===== src/rtl/random_choose_n_pkg.sv =====
// Shared types and constants for the weighted random segment chooser.
package random_choose_pkg;

  typedef enum logic [2:0] {
    ST_IDLE  = 3'd0,
    ST_LOAD  = 3'd1,
    ST_DRAW  = 3'd2,
    ST_SCAN  = 3'd3,
    ST_VALID = 3'd4
  } state_t;

  localparam logic [31:0] LFSR_POLY_DEFAULT = 32'h8020_0003;

  // Segment index width; a single segment still needs one bit.
  function automatic int seg_w(input int n);
    return (n < 2) ? 1 : $clog2(n);
  endfunction

endpackage


===== src/rtl/random_choose_n_lfsr.sv =====
// Galois LFSR, right-shifting. A zero seed is replaced by 1 so the
// register can never lock up in the all-zero state.
module lfsr_galois
  import random_choose_pkg::*;
#(
  parameter int                LFSR_W    = 32,
  parameter logic [LFSR_W-1:0] LFSR_POLY = LFSR_W'(LFSR_POLY_DEFAULT)
) (
  input  logic              clock,
  input  logic              reset,
  input  logic              enable,
  input  logic              load,
  input  logic [LFSR_W-1:0] seed,
  output logic [LFSR_W-1:0] value
);

  // Seed load wins over stepping; stepping only while enabled.
  always_ff @(posedge clock or negedge reset) begin
    if (!reset) begin
      value <= LFSR_W'(1);
    end else if (load) begin
      value <= (seed == '0) ? LFSR_W'(1) : seed;
    end else if (enable) begin
      value <= value[0] ? ((value >> 1) ^ LFSR_POLY) : (value >> 1);
    end
  end

endmodule


===== src/rtl/random_choose_n.sv =====
// Weighted segment chooser: picks segment i with probability
// weight[i]/sum(weights), either from an LFSR fraction or from a
// cycling counter that hits every slot of the weight period exactly once.
//
// state | meaning
// ------+------------------------------------------------------------
// IDLE  | waiting for in_enable
// LOAD  | snapshot weights and their total
// DRAW  | pick draw value r in 0..total-1 (random or counter)
// SCAN  | walk segments, one per cycle, until r < running sum
// VALID | hold result until the consumer takes it
module random_choose_n
  import random_choose_pkg::*;
#(
  parameter int                NUM_SEG   = 4,
  parameter int                SEG_W     = seg_w(NUM_SEG),
  parameter int                WEIGHT_W  = 13,
  parameter int                TOT_W     = WEIGHT_W + SEG_W,
  parameter int                LFSR_W    = 32,
  parameter logic [LFSR_W-1:0] LFSR_POLY = LFSR_W'(LFSR_POLY_DEFAULT),
  parameter int                FRAC_W    = 16
) (
  input  logic                        in_clock,
  input  logic                        in_reset,
  input  logic                        in_enable,
  input  logic                        in_mode,
  input  logic                        in_seed_load,
  input  logic [LFSR_W-1:0]           in_seed,
  input  logic [NUM_SEG*WEIGHT_W-1:0] in_weights,
  input  logic                        in_ready,
  output logic                        out_valid,
  output logic [SEG_W-1:0]            out_segment_number,
  output logic                        out_none,
  output logic                        out_busy
);

  state_t state_q, state_d;

  logic [LFSR_W-1:0]   lfsr_value;
  logic [LFSR_W-1:0]   unused_lfsr;
  logic [WEIGHT_W-1:0] w_in   [NUM_SEG];
  logic [WEIGHT_W-1:0] w_snap [NUM_SEG];
  logic [TOT_W-1:0]    total_in, total_q;
  logic [TOT_W-1:0]    det_cnt, draw_r, acc_q, acc_n, rand_r;
  logic [SEG_W-1:0]    idx_q;
  logic [FRAC_W+TOT_W-1:0] prod;
  logic                scan_hit;

  lfsr_galois #(
    .LFSR_W    (LFSR_W),
    .LFSR_POLY (LFSR_POLY)
  ) u_lfsr (
    .clock  (in_clock),
    .reset  (in_reset),
    .enable (in_enable),
    .load   (in_seed_load),
    .seed   (in_seed),
    .value  (lfsr_value)
  );

  // Only the low FRAC_W bits feed the draw; the rest just keep the sequence long.
  assign unused_lfsr = lfsr_value;

  // Unpack the flat weight bus and form its total.
  always_comb begin
    total_in = '0;
    for (int i = 0; i < NUM_SEG; i++) begin
      w_in[i]  = in_weights[i*WEIGHT_W +: WEIGHT_W];
      total_in = total_in + TOT_W'(w_in[i]);
    end
  end

  // Random draw: scale the LFSR fraction onto 0..total-1.
  always_comb begin
    prod   = {{TOT_W{1'b0}}, lfsr_value[FRAC_W-1:0]} * {{FRAC_W{1'b0}}, total_q};
    rand_r = prod[FRAC_W +: TOT_W];
  end

  // Running sum for the segment under inspection; the last segment always
  // terminates the scan so a corrupted draw cannot hang the FSM.
  always_comb begin
    acc_n    = acc_q + TOT_W'(w_snap[idx_q]);
    scan_hit = (draw_r < acc_n) || (idx_q == SEG_W'(NUM_SEG - 1));
  end

  assign out_busy = (state_q != ST_IDLE);

  // State register.
  always_ff @(posedge in_clock or negedge in_reset) begin
    if (!in_reset) begin
      state_q <= ST_IDLE;
    end else begin
      state_q <= state_d;
    end
  end

  // Next-state logic; a result hand-off is honoured even while disabled.
  always_comb begin
    state_d = state_q;
    if (in_seed_load) begin
      state_d = ST_IDLE;
    end else begin
      case (state_q)
        ST_IDLE:  if (in_enable) state_d = ST_LOAD;
        ST_LOAD:  if (in_enable) state_d = (total_in == '0) ? ST_VALID : ST_DRAW;
        ST_DRAW:  if (in_enable) state_d = ST_SCAN;
        ST_SCAN:  if (in_enable && scan_hit) state_d = ST_VALID;
        ST_VALID: if (in_ready) state_d = in_enable ? ST_LOAD : ST_IDLE;
        default:  state_d = ST_IDLE;
      endcase
    end
  end

  // Datapath: snapshot, draw, scan and result registers.
  always_ff @(posedge in_clock or negedge in_reset) begin
    if (!in_reset) begin
      for (int i = 0; i < NUM_SEG; i++) w_snap[i] <= '0;
      total_q            <= '0;
      det_cnt            <= '0;
      draw_r             <= '0;
      acc_q              <= '0;
      idx_q              <= '0;
      out_valid          <= 1'b0;
      out_segment_number <= '0;
      out_none           <= 1'b0;
    end else if (in_seed_load) begin
      det_cnt   <= '0;
      out_valid <= 1'b0;
    end else begin
      case (state_q)
        ST_LOAD: begin
          if (in_enable) begin
            w_snap  <= w_in;
            total_q <= total_in;
            if (total_in == '0) begin
              out_valid          <= 1'b1;
              out_none           <= 1'b1;
              out_segment_number <= '0;
            end else begin
              out_none <= 1'b0;
            end
          end
        end
        ST_DRAW: begin
          if (in_enable) begin
            idx_q <= '0;
            acc_q <= '0;
            if (!in_mode) begin
              draw_r <= rand_r;
            end else if (det_cnt >= total_q) begin
              // Weights shrank below the counter: restart the period at slot 0.
              draw_r  <= '0;
              det_cnt <= (total_q == TOT_W'(1)) ? '0 : TOT_W'(1);
            end else begin
              draw_r  <= det_cnt;
              det_cnt <= (det_cnt + TOT_W'(1) == total_q) ? '0 : det_cnt + TOT_W'(1);
            end
          end
        end
        ST_SCAN: begin
          if (in_enable) begin
            if (scan_hit) begin
              out_segment_number <= idx_q;
              out_valid          <= 1'b1;
            end else begin
              idx_q <= idx_q + SEG_W'(1);
              acc_q <= acc_n;
            end
          end
        end
        ST_VALID: begin
          if (in_ready) out_valid <= 1'b0;
        end
        default: ;
      endcase
    end
  end

endmodule


===== config.mk =====
export PLATFORM = sky130hd
export DESIGN_NAME = random_choose_n
export DESIGN_NICKNAME = d
export VERILOG_FILES = /design/src/rtl/random_choose_n_pkg.sv /design/src/rtl/random_choose_n_lfsr.sv /design/src/rtl/random_choose_n.sv
export SDC_FILE = /design/constraint.sdc
export NUM_CORES = 1
export LEC_CHECK = 0
export ABC_AREA = 0
export BUFFER_PORTS_ARGS = -buffer_cell sky130_fd_sc_hd__buf_2
export CAP_MARGIN = 20
export CORE_ASPECT_RATIO = 0.6
export CORE_MARGIN = 8
export CORE_UTILIZATION = 59
export DETAILED_ROUTE_END_ITERATION = 10
export PLACE_DENSITY = 0.77
export SLEW_MARGIN = 20
export SYNTH_ARGS = -nofsm -noshare
export SYNTH_HDL_FRONTEND = slang
export SYNTH_SLANG_ARGS = --single-unit

===== constraint.sdc =====
create_clock -name in_clock -period 8.35 [get_ports in_clock]
set_clock_uncertainty 0.1 [all_clocks]
set_input_delay 1.2525 -clock in_clock [delete_from_list [all_inputs] [get_ports in_clock]]
set_output_delay 1.2525 -clock in_clock [all_outputs]
set_load 0.02 [all_outputs]

==> report_table.html, run 1 <==
<table>
<tr><th>Metric</th><th>Value</th></tr>
<tr><th colspan="2">Status</th></tr>
<tr><td>Status</td><td>completed</td></tr>
<tr><th colspan="2">Die</th></tr>
<tr><td>Std-Cell Core Area</td><td>0.0288 mm²</td></tr>
<tr><td>Effective utilization at floorplan</td><td>0.602</td></tr>
<tr><td>Core Rows</td><td>48</td></tr>
<tr><td>Number of top-level pins</td><td>95</td></tr>
<tr><td>DIE AREA</td><td>0.0353 mm²</td></tr>
<tr><td>Horizontal die dimension</td><td>237 µm</td></tr>
<tr><td>Vertical extent of the die</td><td>149 µm</td></tr>
<tr><th colspan="2">Setup path</th></tr>
<tr><td>Depth of the worst register-to-register path</td><td>21</td></tr>
<tr><td>Required time at the worst-slack endpoint</td><td>8630 ps</td></tr>
<tr><td>Kind of end point of the critical path</td><td>flop</td></tr>
<tr><td>Reg-to-reg endpoint</td><td>draw_r[8]</td></tr>
<tr><td>WP data arrival</td><td>7050 ps</td></tr>
<tr><td>Origin of the critical flop-to-flop path</td><td>total_q[3]</td></tr>
<tr><td>Origin of the worst setup path</td><td>total_q[3]</td></tr>
<tr><td>CP max FO</td><td>22</td></tr>
<tr><td>Critical path class</td><td>flop to flop</td></tr>
<tr><td>Kind of launch point of the worst setup path</td><td>flop</td></tr>
<tr><td>Reg-to-reg setup timing slack</td><td>1580 ps</td></tr>
<tr><td>Worst Setup EP</td><td>draw_r[8]</td></tr>
<tr><th colspan="2">Placement</th></tr>
<tr><td>Placement Cell Area</td><td>0.0180 mm²</td></tr>
<tr><td>Post-detailed-placement half-perimeter wirelength</td><td>38.5 mm</td></tr>
<tr><td>Global placement routability congestion</td><td>0.967</td></tr>
<tr><td>Number of input and output port buffers inserted</td><td>94</td></tr>
<tr><th colspan="2">CTS</th></tr>
<tr><td>Clk Latency, worst-skew pair</td><td>460 ps</td></tr>
<tr><td>Clock tree from TritonCTS</td><td>done</td></tr>
<tr><td>Number of gates resized after cts</td><td>0</td></tr>
<tr><td>Cts bufs inserted</td><td>17</td></tr>
<tr><td>Hold buffer count at CTS</td><td>0</td></tr>
<tr><td>Clock net sink count</td><td>153</td></tr>
<tr><td>Number of buffers added for setup after CTS</td><td>0</td></tr>
<tr><td>Level count of the clock H-tree</td><td>4</td></tr>
<tr><td>Clock Tree Buf Depth</td><td>2</td></tr>
<tr><td>Clk slew on worst S/H paths</td><td>70 ps</td></tr>
<tr><td>Clock tree root driver cell</td><td>sky130_fd_sc_hd__clkbuf_16</td></tr>
<tr><th colspan="2">Logic synthesis</th></tr>
<tr><td>Number of storage elements in the synthesis netlist</td><td>153</td></tr>
<tr><td>Simple-Gate Fraction of Synth Area</td><td>0.190</td></tr>
<tr><td>Largest family of logic cells by synthesized area</td><td>adder cells</td></tr>
<tr><td>Library cell with the largest summed area after synthesis</td><td>sky130_fd_sc_hd__fa_1</td></tr>
<tr><td>Synth Net Count</td><td>2,365</td></tr>
<tr><td>Seq/Total Area, Yosys</td><td>0.221</td></tr>
<tr><td>EDFF count, synth</td><td>0</td></tr>
<tr><td>Total of warnings raised by yosys</td><td>0</td></tr>
<tr><td>Most used flip-flop cell after synthesis</td><td>sky130_fd_sc_hd__dfrtp_1</td></tr>
<tr><td>Fraction of post-synthesis cell area in the top cell type by area</td><td>0.238</td></tr>
<tr><td>Area fraction in compound gates after synthesis</td><td>0.103</td></tr>
<tr><td>Gate count of the mapped netlist</td><td>1,919</td></tr>
<tr><td>Multiplexer share of the synthesized area</td><td>0.0378</td></tr>
<tr><td>Library cells used by synthesis</td><td>77</td></tr>
<tr><td>Synth async-reset ratio</td><td>1.00</td></tr>
<tr><td>Cells taking the most area after synthesis</td><td>sky130_fd_sc_hd__fa_1, sky130_fd_sc_hd__dfrtp_1, sky130_fd_sc_hd__ha_1</td></tr>
<tr><td>XOR/XNOR share of the synthesized area</td><td>0.0265</td></tr>
<tr><td>Cell area after synthesis</td><td>0.0173 mm²</td></tr>
<tr><td>Share of synthesized cell area in full adder, half adder and majority cells</td><td>0.346</td></tr>
<tr><td>Mean instance size in the synthesized netlist</td><td>9.04 µm²</td></tr>
<tr><th colspan="2">Drt</th></tr>
<tr><td>First-pass DRT Iterations</td><td>6</td></tr>
<tr><td>Total Routed Length</td><td>49.4 mm</td></tr>
<tr><td>Average vias per placed instance</td><td>6.01</td></tr>
<tr><td>Overall via count from detail_route</td><td>14.0k</td></tr>
<tr><td>Iteration-0 DRC count of the detailed router</td><td>1,580</td></tr>
<tr><td>Number of remaining DRC errors</td><td>0</td></tr>
<tr><td>Post-detailed-route count of antenna-violating nets</td><td>0</td></tr>
<tr><td>Detail-routed net length per standard cell</td><td>21.2 µm</td></tr>
<tr><th colspan="2">STA</th></tr>
<tr><td>Total Negative Setup Slacks</td><td>0 ps</td></tr>
<tr><td>Total count of max-transition violations in the final report</td><td>0</td></tr>
<tr><td>Portion of the clock cycle consumed by the worst path in the final layout</td><td>0.811</td></tr>
<tr><td>Setup Viol. Count Final</td><td>0</td></tr>
<tr><td>RSZ-0062 raised after global routing</td><td>no</td></tr>
<tr><td>Hold Fails Final Rpt</td><td>0</td></tr>
<tr><td>Highest achievable clock rate</td><td>148 MHz</td></tr>
<tr><td>Min Tclk post-route</td><td>6770 ps</td></tr>
<tr><td>Worst Max-Slew Pin Slew</td><td>1150 ps</td></tr>
<tr><td>Worst relative slew slack</td><td>0.230</td></tr>
<tr><th colspan="2">Global route</th></tr>
<tr><td>Number of global-route vias before repair</td><td>14.3k</td></tr>
<tr><td>Total Routing Usage GR</td><td>0.285</td></tr>
<tr><td>Total overflow reported by the global router</td><td>0</td></tr>
<tr><td>Pin count of the biggest net entering global routing</td><td>84</td></tr>
<tr><td>Initial antenna violation count</td><td>1</td></tr>
<tr><td>First-pass GRT wire length</td><td>78.6 mm</td></tr>
<tr><th colspan="2">Final layout</th></tr>
<tr><td>Fraction of layout cells with a size suffix above 1</td><td>0.0868</td></tr>
<tr><td>Diodes inserted</td><td>0</td></tr>
<tr><td>Final layout net count</td><td>2,392</td></tr>
<tr><td>Fin area</td><td>0.0186 mm²</td></tr>
<tr><td>Area delta synth-&gt;final</td><td>7.43%</td></tr>
<tr><th colspan="2">Flow run</th></tr>
<tr><td>Max-capacitance violation count</td><td>0</td></tr>
<tr><th colspan="2">Worst hold path</th></tr>
<tr><td>HP Class</td><td>flop to flop</td></tr>
<tr><td>Worst hold start</td><td>w_snap[2]</td></tr>
</table>
placed cells by master, fill, tap and decap left out, drive strengths merged, types with 5 or more instances in the layout:
cell / n
nor3: 24
fa: 206
a31oi: 10
o21ai: 103
nand2b: 10
inv: 254
ha: 150
nor3b: 7
a32oi: 5
nand2: 368
or2: 5
xor2: 17
nor2: 44
nand3: 23
o211ai: 6
nor2b: 7
o31ai: 11
and2: 144
a211oi: 9
a21oi: 44
buf: 105
nand4: 13
and3: 7
a2111oi: 6
nor4: 18
xnor2: 33
o21a: 6
dfrtp: 152
clkbuf: 19
mux4: 13
a21o: 30
mux2i: 34
sequential cells by signal (all words and copies together) (netlist names):
| register | flops |
|---|---|
| acc_q | 15 |
| det_cnt | 15 |
| draw_r | 15 |
| idx_q | 2 |
| out_none | 1 |
| out_segment_number | 2 |
| out_valid | 1 |
| state_q | 3 |
| total_q | 15 |
| u_lfsr.value | 32 |
| w_snap | 52 |
cell type report:
cell class	instances	area, µm²
clock inverters	12	186
inverters	249	935
repair buffers	105	563
fillers	2376	10200
flip-flops and latches	153	3830
well taps	375	469
clock buffers	19	443
multi-input cells	1420	12200
worst min path at each step:
stage / slack, ps / cells after the start / endpoint
after floorplan: 340 / 2 / w_snap[13]
after global placement: 350 / 2 / w_snap[33]
after detailed placement: 360 / 2 / w_snap[6]
after CTS: 370 / 2 / w_snap[6]
after global routing: 400 / 2 / w_snap[0]
final: 370 / 2 / w_snap[2]
per-layer routing:
metal	GRT usage	vias up	share of wire
li1	-	6310	-
met1	0.425	6878	0.45
met2	0.386	769	0.41
met3	0.114	65	0.14
met4	0.0576	2	0.012
met5	0	-	0.00026
cells by family after synthesis:
group                      Yosys count
AOI/OAI and AO/OA                  277
xor gates and xnor gates            51
adders and majority gates          356
buffers and inverters              346
DFF                                153
muxes                               49
and+or+nand+nor                    687
synth_stat cells (33+ instances only):
master / n
sky130_fd_sc_hd__a21oi_1: 44
sky130_fd_sc_hd__and2_1: 144
sky130_fd_sc_hd__clkbuf_1: 81
sky130_fd_sc_hd__dfrtp_1: 152
sky130_fd_sc_hd__fa_1: 206
sky130_fd_sc_hd__ha_1: 150
sky130_fd_sc_hd__inv_1: 249
sky130_fd_sc_hd__mux2i_1: 34
sky130_fd_sc_hd__nand2_1: 368
sky130_fd_sc_hd__nor2_1: 44
sky130_fd_sc_hd__o21ai_0: 99
sky130_fd_sc_hd__xnor2_1: 33
critical path: stages, from the launching register on:
cell,delay (ps)
sky130_fd_sc_hd__dfrtp_1,680
sky130_fd_sc_hd__and2_1,310
sky130_fd_sc_hd__fa_1,550
sky130_fd_sc_hd__inv_1,50
sky130_fd_sc_hd__fa_1,480
sky130_fd_sc_hd__inv_1,60
sky130_fd_sc_hd__fa_1,510
sky130_fd_sc_hd__inv_1,60
sky130_fd_sc_hd__fa_1,520
sky130_fd_sc_hd__inv_1,60
sky130_fd_sc_hd__fa_1,490
sky130_fd_sc_hd__inv_1,50
sky130_fd_sc_hd__fa_1,490
sky130_fd_sc_hd__inv_1,60
sky130_fd_sc_hd__ha_1,190
sky130_fd_sc_hd__a21o_1,190
sky130_fd_sc_hd__a21oi_1,650
sky130_fd_sc_hd__a31oi_1,320
sky130_fd_sc_hd__a2111oi_0,510
sky130_fd_sc_hd__a41o_1,150
sky130_fd_sc_hd__nand2_1,50
sky130_fd_sc_hd__a21oi_1,130
per-stage QoR:
step           setup slack [ps]  hold slack, ps  std cells   util
3_5_place_dp               1780             358       2301  0.624
5_1_grt                    1420             398       2333  0.646
3_3_place_gp               2010             353       2301  0.624
2_1_floorplan              2440             340       1919      -
6_report                   1580             372       2333  0.646
4_1_cts                    1770             374       2332  0.646
Power of run 1 is left out: the tool's default activity adds up to more than one toggle a clock period on the data nets, which glitch-free logic cannot reach.
==> inputs of run 2 (changes only) <==
- CORE_UTILIZATION: 59 -> 58
- PLACE_DENSITY: 0.77 -> 0.79
- clock period: 8.35 -> 5.5 ns (I/O delays scaled with it)
==> run 2 against run 1 <==
- the flow now finishes with violations (setup timing)
- non-clock buffer count up 116
- global-route usage up 0.086 points
- sequential share of layout area down 1.4 points
- routed wire length up 3.1%
- die area up 1.6%
- final cell count up 6.4%
- register-to-register slack worse by 2000 ps
- worst hold slack worse by 220 ps
- setup slack worse by 2000 ps
- cell area up 7.7%
- critical endpoint is now draw_r[13]
- largest cell class unchanged
==> report_table.html, run 2 (same netlist as run 1, synthesis figures left out) <==
<table>
<tr><th>Metric</th><th>Value</th></tr>
<tr><th colspan="2">Status</th></tr>
<tr><td>Status</td><td>finished, violations left</td></tr>
<tr><td>Violated checks</td><td>setup timing</td></tr>
<tr><th colspan="2">Setup path</th></tr>
<tr><td>Stage delay of the slowest cell on the critical path</td><td>570 ps</td></tr>
<tr><td>Critical path class</td><td>flop to flop</td></tr>
<tr><td>Cell family contributing the most delay on the critical path</td><td>adder cells</td></tr>
<tr><td>Crit path buffers/inverters</td><td>5</td></tr>
<tr><td>CP max FO</td><td>8</td></tr>
<tr><td>Origin of the worst setup path</td><td>total_q[5]</td></tr>
<tr><td>Critical path's most frequent cell</td><td>sky130_fd_sc_hd__fa_1</td></tr>
<tr><td>WP data arrival</td><td>6170 ps</td></tr>
<tr><td>Ordered list of cells on the worst path</td><td>buf_6, and2_1, fa_1, inv_1, fa_1, inv_2, fa_1, fa_1, fa_1, inv_1, fa_1, inv_2, ha_4, o211ai_1, o31ai_4, nand2_1, a31o_4, a31o_4, nand2_2, mux2i_1, a21oi_1</td></tr>
<tr><td>Worst-path cell with the longest stage delay</td><td>sky130_fd_sc_hd__fa_1</td></tr>
<tr><td>Required time at the worst-slack endpoint</td><td>5720 ps</td></tr>
<tr><td>Kind of end point of the critical path</td><td>flop</td></tr>
<tr><td>Origin of the critical flop-to-flop path</td><td>total_q[5]</td></tr>
<tr><td>Kind of launch point of the worst setup path</td><td>flop</td></tr>
<tr><th colspan="2">Global route</th></tr>
<tr><td>Pin count of the biggest net entering global routing</td><td>109</td></tr>
<tr><td>Initial antenna violation count</td><td>3</td></tr>
<tr><td>First-pass GRT wire length</td><td>79.7 mm</td></tr>
<tr><td>Total Routing Usage GR</td><td>0.286</td></tr>
<tr><td>Number of global-route vias before repair</td><td>14.9k</td></tr>
<tr><td>Total overflow reported by the global router</td><td>0</td></tr>
<tr><th colspan="2">Final layout</th></tr>
<tr><td>Final layout net count</td><td>2,508</td></tr>
<tr><td>Area of all sequential standard cells</td><td>0.00385 mm²</td></tr>
<tr><td>Diodes inserted</td><td>0</td></tr>
<tr><td>Flip-flop count of the largest register after layout</td><td>52</td></tr>
<tr><td>Most common library cell in the layout ignoring fill and taps</td><td>sky130_fd_sc_hd__nand2_1</td></tr>
<tr><td>Biggest register</td><td>w_snap</td></tr>
<tr><td>Fill cell count</td><td>2,295</td></tr>
<tr><td>Fraction of layout cells with a size suffix above 1</td><td>0.187</td></tr>
<tr><td>Area used by multi-input combinational logic</td><td>0.0126 mm²</td></tr>
<tr><td>Biggest registers after layout</td><td>w_snap: 52 flops, u_lfsr.value: 32 flops</td></tr>
<tr><td>Commonest non-fill, non-tap cells in the layout</td><td>sky130_fd_sc_hd__nand2_1, sky130_fd_sc_hd__inv_1, sky130_fd_sc_hd__fa_1</td></tr>
<tr><td>Area delta synth-&gt;final</td><td>15.7%</td></tr>
<tr><th colspan="2">Drt</th></tr>
<tr><td>Detailed-routing wirelength on met1</td><td>21.8 mm</td></tr>
<tr><td>Uppermost layer routed</td><td>met5</td></tr>
<tr><td>Number of remaining DRC errors</td><td>0</td></tr>
<tr><td>Met2 WL post-DR</td><td>20.8 mm</td></tr>
<tr><td>Average vias per placed instance</td><td>5.87</td></tr>
<tr><td>Overall via count from detail_route</td><td>14.6k</td></tr>
<tr><td>First-pass DRT Iterations</td><td>5</td></tr>
<tr><td>Iteration-0 DRC count of the detailed router</td><td>1,571</td></tr>
<tr><td>Post-detailed-route count of antenna-violating nets</td><td>0</td></tr>
<tr><td>Detail-routed net length per standard cell</td><td>20.5 µm</td></tr>
<tr><td>Routed length on met3</td><td>7.56 mm</td></tr>
<tr><td>Total Routed Length</td><td>50.9 mm</td></tr>
<tr><th colspan="2">Die</th></tr>
<tr><td>Horizontal die dimension</td><td>239 µm</td></tr>
<tr><td>Std-Cell Core Area</td><td>0.0297 mm²</td></tr>
<tr><td>Effective utilization at floorplan</td><td>0.585</td></tr>
<tr><td>Number of top-level pins</td><td>95</td></tr>
<tr><td>Vertical extent of the die</td><td>150 µm</td></tr>
<tr><td>Core Rows</td><td>49</td></tr>
<tr><td>DIE AREA</td><td>0.0359 mm²</td></tr>
<tr><th colspan="2">STA</th></tr>
<tr><td>Highest achievable clock rate</td><td>168 MHz</td></tr>
<tr><td>Hold_ws</td><td>153 ps</td></tr>
<tr><td>Min Tclk post-route</td><td>5950 ps</td></tr>
<tr><td>Setup Viol. Count Final</td><td>15</td></tr>
<tr><td>Total Negative Setup Slacks</td><td>-4880 ps</td></tr>
<tr><td>Worst setup margin</td><td>-448 ps</td></tr>
<tr><td>Hold Fails Final Rpt</td><td>0</td></tr>
<tr><td>Worst Max-Slew Pin Slew</td><td>975 ps</td></tr>
<tr><td>Worst relative slew slack</td><td>0.348</td></tr>
<tr><td>RSZ-0062 raised after global routing</td><td>yes</td></tr>
<tr><td>Portion of the clock cycle consumed by the worst path in the final layout</td><td>1.08</td></tr>
<tr><td>Total count of max-transition violations in the final report</td><td>0</td></tr>
<tr><th colspan="2">CTS</th></tr>
<tr><td>Clock Tree Buf Depth</td><td>2</td></tr>
<tr><td>Level count of the clock H-tree</td><td>4</td></tr>
<tr><td>Hold buffer count at CTS</td><td>0</td></tr>
<tr><td>Clock net sink count</td><td>153</td></tr>
<tr><td>Clock tree from TritonCTS</td><td>done</td></tr>
<tr><td>Clk Latency, worst-skew pair</td><td>450 ps</td></tr>
<tr><td>Clock tree root driver cell</td><td>sky130_fd_sc_hd__clkbuf_16</td></tr>
<tr><td>Cts bufs inserted</td><td>17</td></tr>
<tr><td>Clk slew on worst S/H paths</td><td>70 ps</td></tr>
<tr><th colspan="2">Flow run</th></tr>
<tr><td>Max-capacitance violation count</td><td>0</td></tr>
<tr><th colspan="2">Worst hold path</th></tr>
<tr><td>HP Class</td><td>input pin to async pin</td></tr>
<tr><th colspan="2">Placement</th></tr>
<tr><td>Post-detailed-placement half-perimeter wirelength</td><td>40.9 mm</td></tr>
<tr><td>Number of input and output port buffers inserted</td><td>94</td></tr>
<tr><td>Global placement routability congestion</td><td>0.982</td></tr>
<tr><td>Dpl ws</td><td>-525 ps</td></tr>
</table>
==> run 2: cell type report <==
| cell class | instances | area share |
|---|---|---|
| clock inverter | 10 | 0.00411 |
| sequential | 153 | 0.192 |
| multi-input combinational | 1420 | 0.630 |
| clock buffer | 22 | 0.0246 |
| timing repair buffer | 221 | 0.0772 |
| inverter | 249 | 0.0466 |
| tap | 408 | 0.0254 |
==> run 2: per-stage QoR <==
step           std cells   util  area, µm²
3_5_place_dp        2426  0.637      18900
6_report            2483  0.676      20100
3_3_place_gp        2426  0.637      18900
4_1_cts             2479  0.666      19800
2_1_floorplan       1919      -      17600
5_1_grt             2483  0.676      20100
==> run 2: final timing paths <==
path,end,slack (ps),cells past startpoint
setup / recovery,draw_r[13],-450,21
hold / removal,draw_r[2],150,1
hold reg to reg,w_snap[14],370,2
setup reg to reg,draw_r[13],-450,21
max in group asynchronous,u_lfsr.value[14],3780,3
min in group in_clock,w_snap[14],370,2
==> run 2: repair_timing <==
| item | 4_1_cts | 5_1_grt |
|---|---|---|
| cloned | 0 | 0 |
| pin swaps | 45 | 27 |
| buffers inserted | 21 | 3 |
| setup endpoints to repair | 15 | 38 |
| gates resized for setup | 43 | 72 |
==> run 2: worst register-to-register path: cells and delay by family (launching register included) <==
| kind | cells | cell delay (ps) |
|---|---|---|
| AND/OR/NAND/NOR | 3 | 330 |
| AO/OA/AOI/OAI | 5 | 1040 |
| flip-flops | 1 | 490 |
| adder cells (fa/ha/maj) | 7 | 3280 |
| multiplexers | 1 | 260 |
| buffers and inverters | 5 | 350 |
==> run 2: metal layers <==
| layer | up-vias | track usage |
|---|---|---|
| li1 | 6542 | - |
| met1 | 7174 | 0.401 |
| met2 | 784 | 0.398 |
| met3 | 69 | 0.138 |
| met4 | 4 | 0.0581 |
| met5 | - | 0 |
Power of run 2 is left out for the same reason.
